$ cat config.mk
export PLATFORM = sky130hd
export DESIGN_NAME = fetch_sequencer
export DESIGN_NICKNAME = d
export VERILOG_FILES = /design/src/rtl/fetch_sequencer.sv
export SDC_FILE = /design/constraint.sdc
export NUM_CORES = 1
export LEC_CHECK = 0
export BUFFER_PORTS_ARGS = -buffer_cell sky130_fd_sc_hd__buf_2
export CAP_MARGIN = 0
export CORE_ASPECT_RATIO = 0.6
export CORE_UTILIZATION = 40
export CTS_CLUSTER_SIZE = 30
export DETAILED_ROUTE_END_ITERATION = 10
export GPL_TIMING_DRIVEN = 0
export SYNTH_ARGS = -nofsm -noshare
export SYNTH_HDL_FRONTEND = slang
export SYNTH_SLANG_ARGS = --single-unit
$ cat constraint.sdc
create_clock -name clk_i -period 4.25 [get_ports clk_i]
set_input_delay 0.425 -clock clk_i [delete_from_list [all_inputs] [get_ports clk_i]]
set_output_delay 0.425 -clock clk_i [all_outputs]
set_load 0.05 [all_outputs]
$ cat src/rtl/fetch_sequencer.sv
// Front-end PC sequencer: owns the fetch PC, issues one instruction-memory request at a time,
// squashes stale responses after a redirect and buffers one extra instruction while decode stalls.
module fetch_sequencer #(
    parameter int                    DATA_WIDTH = 32,
    parameter logic [DATA_WIDTH-1:0] RESET_PC   = '0
) (
    input  logic                  clk_i,
    input  logic                  rst_ni,
    input  logic                  stall_i,
    input  logic                  redirect_i,
    input  logic [DATA_WIDTH-1:0] redirect_pc_i,
    output logic                  imem_req_o,
    output logic [DATA_WIDTH-1:0] imem_addr_o,
    input  logic                  imem_gnt_i,
    input  logic                  imem_rvalid_i,
    input  logic [31:0]           imem_rdata_i,
    output logic                  instr_valid_o,
    output logic [31:0]           instr_o,
    output logic [DATA_WIDTH-1:0] instr_pc_o,
    output logic                  flush_o
);

    localparam logic [1:0] ST_BOOT = 2'd0;
    localparam logic [1:0] ST_REQ  = 2'd1;
    localparam logic [1:0] ST_WAIT = 2'd2;
    localparam logic [1:0] ST_DROP = 2'd3;

    logic [1:0]            state_q, state_d;
    logic [DATA_WIDTH-1:0] pc_q, pc_d;
    logic [DATA_WIDTH-1:0] req_pc_q, req_pc_d;
    logic                  out_valid_q, out_valid_d;
    logic [31:0]           out_instr_q, out_instr_d;
    logic [DATA_WIDTH-1:0] out_pc_q, out_pc_d;
    logic                  skid_valid_q, skid_valid_d;
    logic [31:0]           skid_instr_q, skid_instr_d;
    logic [DATA_WIDTH-1:0] skid_pc_q, skid_pc_d;
    logic                  flush_q, flush_d;
    logic                  out_free;
    logic                  consume;
    logic                  req_fire;
    logic                  unused_redirect_lsbs;

    // Word alignment discards the low target bits.
    assign unused_redirect_lsbs = ^redirect_pc_i[1:0];

    // Request side depends on registered state only.
    assign imem_req_o    = (state_q == ST_REQ) && !skid_valid_q;
    assign imem_addr_o   = pc_q;
    assign instr_valid_o = out_valid_q;
    assign instr_o       = out_instr_q;
    assign instr_pc_o    = out_pc_q;
    assign flush_o       = flush_q;

    assign out_free = !out_valid_q || !stall_i;
    assign consume  = out_valid_q && !stall_i;
    assign req_fire = imem_req_o && imem_gnt_i;

    always_comb begin
        state_d      = state_q;
        pc_d         = pc_q;
        req_pc_d     = req_pc_q;
        out_valid_d  = out_valid_q;
        out_instr_d  = out_instr_q;
        out_pc_d     = out_pc_q;
        skid_valid_d = skid_valid_q;
        skid_instr_d = skid_instr_q;
        skid_pc_d    = skid_pc_q;
        flush_d      = 1'b0;

        if (consume) begin
            if (skid_valid_q) begin
                out_valid_d  = 1'b1;
                out_instr_d  = skid_instr_q;
                out_pc_d     = skid_pc_q;
                skid_valid_d = 1'b0;
            end else begin
                out_valid_d = 1'b0;
            end
        end

        case (state_q)
            ST_BOOT: state_d = ST_REQ;
            ST_REQ: begin
                if (req_fire) begin
                    req_pc_d = pc_q;
                    pc_d     = pc_q + DATA_WIDTH'(4);
                    state_d  = ST_WAIT;
                end
            end
            ST_WAIT: begin
                if (imem_rvalid_i) begin
                    state_d = ST_REQ;
                    if (out_free && !skid_valid_q) begin
                        out_valid_d = 1'b1;
                        out_instr_d = imem_rdata_i;
                        out_pc_d    = req_pc_q;
                    end else begin
                        // Either the output is blocked or the skid entry just advanced into it.
                        skid_valid_d = 1'b1;
                        skid_instr_d = imem_rdata_i;
                        skid_pc_d    = req_pc_q;
                    end
                end
            end
            ST_DROP: begin
                if (imem_rvalid_i) begin
                    state_d = ST_REQ;
                end
            end
            default: state_d = ST_BOOT;
        endcase

        if (redirect_i) begin
            pc_d         = {redirect_pc_i[DATA_WIDTH-1:2], 2'b00};
            out_valid_d  = 1'b0;
            skid_valid_d = 1'b0;
            flush_d      = 1'b1;
            case (state_q)
                ST_BOOT: state_d = ST_REQ;
                ST_REQ:  state_d = req_fire ? ST_DROP : ST_REQ;
                ST_WAIT: state_d = imem_rvalid_i ? ST_REQ : ST_DROP;
                default: state_d = ST_DROP;
            endcase
        end
    end

    always_ff @(posedge clk_i) begin
        if (!rst_ni) begin
            state_q      <= ST_BOOT;
            pc_q         <= RESET_PC;
            req_pc_q     <= '0;
            out_valid_q  <= 1'b0;
            out_instr_q  <= '0;
            out_pc_q     <= '0;
            skid_valid_q <= 1'b0;
            skid_instr_q <= '0;
            skid_pc_q    <= '0;
            flush_q      <= 1'b0;
        end else begin
            state_q      <= state_d;
            pc_q         <= pc_d;
            req_pc_q     <= req_pc_d;
            out_valid_q  <= out_valid_d;
            out_instr_q  <= out_instr_d;
            out_pc_q     <= out_pc_d;
            skid_valid_q <= skid_valid_d;
            skid_instr_q <= skid_instr_d;
            skid_pc_q    <= skid_pc_d;
            flush_q      <= flush_d;
        end
    end

endmodule
After elaboration in Yosys (flattened, before gate mapping) --
Cells that the tools add are included.
Word-level totals: bits in registers 197, bits in latches 0, RAM bits 0, bits in read-only memories 0, output and inout port bits 99, word-level logic and storage cells 66, memories 0
Cells by class: add/sub/neg operators 1, multiply operators 0, div/mod/pow operators 0, order comparisons 0, eq/ne operators 5, shift-type cells 0, multiplexer cells 30, bitwise logic cells 2, reductions and logical operators 17
Operator list (number):
- two-way mux 32 bit | 13
- adder 32 x 3 -> 32 bit (second input constant) | 1
- one-hot mux 2 bit (3 select lines) | 2
- two-way mux 1 bit | 10
- two-way mux 2 bit | 5
- AND reduction 2 bit | 3
- == test 2 bit (second input constant) | 2
- logical AND 1 bit | 4
- nonzero test 2 bit | 2
- OR reduction 2 bit | 2
- logical NOT 1 bit | 3
- != test 3 x 1 -> 1 bit (second input constant) | 1
- != test 3 bit (second input constant) | 1
- AND reduction 3 bit | 1
- == test 2 x 1 -> 1 bit (second input constant) | 1
- logical NOT 2 bit | 1
- NOT 1 bit | 2
- logical OR 1 bit | 1

Depth between registers and ports, before layout --
word-level depth 6, depth in mapped cells 7

Least setup slack after synthesis --
Ideal clock, no wire load.
path type register to register, start point register pc_q[16] (netlist: imem_addr_o[16]), end point register pc_q[27] (netlist: imem_addr_o[27]), arrival 2181 ps, setup slack 1942 ps, cell stages (with the launch flop) 6, buffers on the path 1, path through dfxtp_1 clkbuf_2 nand4_1 or4_4 o311a_1 or3_1
On the way: cells in the longest elaborated chain, start to end 4
Ends and longest elaborated chain:
- from (decl) | line 29 | logic [DATA_WIDTH-1:0] pc_q, pc_d;
- from (signal assigned) | line 141 | pc_q <= pc_d;
- adder 32 x 3 -> 32 bit | line 86 | pc_d = pc_q + DATA_WIDTH'(4);
- two-way mux 32 bit | line 84 | if (req_fire) begin
- two-way mux 32 bit | line 81 | case (state_q)
- two-way mux 32 bit | line 113 | if (redirect_i) begin
No other way between the ends. The select of a mux whose other input is x is not followed. A chain may end at the register's enable or synchronous reset.

Worst setup path after layout --
start point register skid_valid_q, end point output port imem_req_o
On the way: cells in the longest elaborated chain, start to end 2
Ends and longest elaborated chain:
- from (decl) | line 34 | logic skid_valid_q, skid_valid_d;
- from (signal assigned) | line 146 | skid_valid_q <= skid_valid_d;
- logical NOT 1 bit | line 47 | assign imem_req_o = (state_q == ST_REQ) && !skid_valid_q;
- logical AND 1 bit | line 47
- to (decl) | line 12 | output logic imem_req_o,
No other way between the ends.

==> results.py <==
metrics = {
    "setup_path": {
        "startpoint": "skid_valid_q$_SDFF_PP0_",
        "cp.required_ns": 3.83,
        "worst_ep_arrival_time_ns": 1.87,
        "critPathKind": "reg -> out",
        "r2r_start": "skid_valid_q$_SDFF_PP0_",
        "cp-end-kind": "output pin",
        "crit_path_max_fanout": 9,
        "crit_path_start_kind": "register",
    },
    "die": {
        "ios": 169,
        "die_w_um": 189,
        "rows": 40,
        "die-area_mm2": 0.0215,
        "die_h_um": 114,
        "core-area_mm2": 0.0203,
        "initial_core_util_pct": 41.3,
    },
    "clocking": {
        "path_clk_slew_ns": 0.07,
        "h-tree-depth": 4,
        "clk-insertion-delay-late_ns": 0.44,
        "clock_sinks": 191,
        "cts_hold_buffers": 0,
        "post_cts_buffers": 0,
        "cts_tree": "built",
        "cts_root_buf": "clkbuf_16",
        "numCtsBuffers": 17,
        "postCtsResizedCells": 0,
        "cts_buffer_depth": 2,
    },
    "final_layout": {
        "stdcell_count": 1417,
        "diodes": 0,
        "nets": 1203,
        "layout-drive-gt1-share_pct": 18.6,
        "post-route-util_pct": 49.9,
        "syn_to_final_growth_pct": 20.8,
        "fillers": 2038,
        "final_common_cell": "nand2_1",
        "final_cell_mix": "nand2_1, dfxtp_1, buf_2",
    },
    "drt": {
        "top_layer_used": "met4",
        "met3_length_mm": 1.75,
        "drc": 0,
        "firstDrtPassIters": 5,
        "ant_nets": 0,
        "m1WireLength_mm": 13.1,
        "via_count": 7555,
        "viasPerCell": 5.33,
        "drt_iter0_drc": 609,
        "met2_length_mm": 9.68,
        "wl_per_cell_um": 17.5,
        "drt_wl_total_mm": 24.8,
    },
    "logic_synthesis": {
        "synth_seq_area_share_pct": 45.7,
        "ys.flop_type": "dfxtp_1",
        "synth_edf_count": 0,
        "syn_area_mm2": 0.00837,
        "synthCells": 948,
        "ys_seq_elements": 191,
        "synth_top_area_share_pct": 45.7,
        "avgSynthCellArea_um2": 8.83,
        "synth_area_leader_cell": "dfxtp_1",
        "synth_cell_type_count": 54,
        "synth_area_leaders": "dfxtp_1, nand2_1, a21boi_0",
        "synthArstFlopShare_pct": 0,
        "yosysWarnings": 0,
    },
    "run_status": {
        "outcome": "finished clean",
    },
    "placed_design": {
        "io_buffers": 164,
        "gp_congestion": 0.926,
        "placed_cells": 1386,
        "hpwl_mm": 18.4,
    },
    "sta": {
        "final.period_utilization_pct": 53.9,
        "tightest_slew_ns": 0.655,
        "clock.fmax_ghz": 0.436,
        "finalHoldViolCount": 0,
        "slew-limit-headroom_pct": 56.3,
        "slew_violations": 0,
        "finalSetupViolCount": 0,
        "fin_setup_tns_ns": 0,
        "finalWorstPathRequiredPeriod_ns": 2.29,
        "rsz0062_at_grt": "no",
        "fin_skew_ns": 0.00987,
        "fin_hold_ws_ns": 0.208,
    },
    "grt": {
        "grt_use_total_pct": 23.3,
        "antenna_found_initial": 0,
        "overflow": 0,
        "grt_max_degree": 17,
        "grt_pass1_vias": 6909,
        "grt_pass1_wl_mm": 38.6,
    },
    "flow_run": {
        "maxCapViolCount": 0,
    },
    "power_and_ir_drop": {
        "ir_drop_v": 0.000306,
        "power_density_mw_per_mm2": 389,
        "power.total_w": 0.00393,
        "p_leak_nw": 5.07,
    },
    "min_path": {
        "hold_path_class": "in -> reg",
        "hold_path.startpoint": "redirect_pc_i[22]",
    },
}
==> metal layers <==
metal | up-vias | GRT usage [%]
met3 | 24 | 5.26
met5 | - | 0
met2 | 244 | 32.2
met1 | 3577 | 36.1
li1 | 3710 | -
met4 | 0 | 5.38
==> Yosys cell counts (2+ instances only) <==
master	instances
nand2b_1	7
and2_1	7
nor3b_1	2
o311a_1	3
buf_1	3
o31ai_1	7
a32oi_1	2
a21oi_1	11
buf_2	8
a31oi_1	11
a21boi_0	93
dfxtp_1	191
xnor2_1	5
clkbuf_1	61
a22oi_1	2
nor4_1	5
o211a_1	63
or4_1	9
xor2_1	4
nand3_1	18
a32o_1	2
buf_4	4
and3_1	6
nand3b_1	2
nor2_1	7
and4_1	5
o211ai_1	2
or3_1	9
nor3_1	3
inv_1	3
o21ai_0	29
buf_6	2
nand2_1	266
nand4_1	13
mux2i_1	64
==> critical path, cell delays in order, from the launching register on <==
cell	delay, ns
dfxtp_1	0.30
clkbuf_1	0.18
or3b_2	0.54
inv_1	0.14
buf_2	0.28
==> sequential cells by signal (all words and copies together), names as in the netlist <==
signal / cells
skid_pc_q: 30
skid_instr_q: 32
instr_valid_o: 1
imem_addr_o: 30
state_q: 2
skid_valid_q: 1
instr_o: 32
req_pc_q: 30
instr_pc_o: 32
flush_o: 1
==> area by class of cell <==
type	count	area [µm²]	share of cell area (%)
tap	273	342	3.38
clock buffer	27	523	5.17
timing repair buffer	164	821	8.12
clock inverter	4	50.0	0.495
buffer	80	348	3.44
sequential	191	3820	37.8
inverter	3	11.3	0.111
multi-input combinational	675	4190	41.5
==> metrics by stage <==
step	area, µm²	setup WS [ns]
2_1_floorplan	8370	1.94
3_3_place_gp	9540	1.78
3_5_place_dp	9540	1.81
4_1_cts	10100	1.93
5_1_grt	10100	1.80
6_report	10100	1.96
==> power breakdown <==
part	switching (W)	leakage, nW	internal [W]
logic	0.000301	3.25	0.000131
registers	0.0000620	1.55	0.00184
clock network	0.000697	0.276	0.000900
==> path summary, 6_finish.rpt <==
kind	to	slack, ns	depth (start not counted)
worst max-delay path	imem_req_o	1.96	4
worst min-delay path	imem_addr_o[22]$_SDFFE_PN0P_	0.21	3
worst min register to register	skid_instr_q[9]$_SDFFE_PN0P_	0.46	2
worst max register to register	instr_pc_o[22]$_SDFF_PN0_	1.96	6
==> cells by family (layout without fill, tap and decap cells) <==
kind of cell,count (synthesis),after routing,synth area share [%]
other,1,2,0.0448
DFF,191,191,45.7
adders and majority gates,1,1,0.149
xor gates and xnor gates,9,9,0.942
AOI/OAI and AO/OA,230,230,21.4
buffers and inverters,83,278,4.29
and+or+nand+nor,369,369,19.9
muxes,64,64,7.65
No activity file was read; power rests on OpenSTA's default activity.
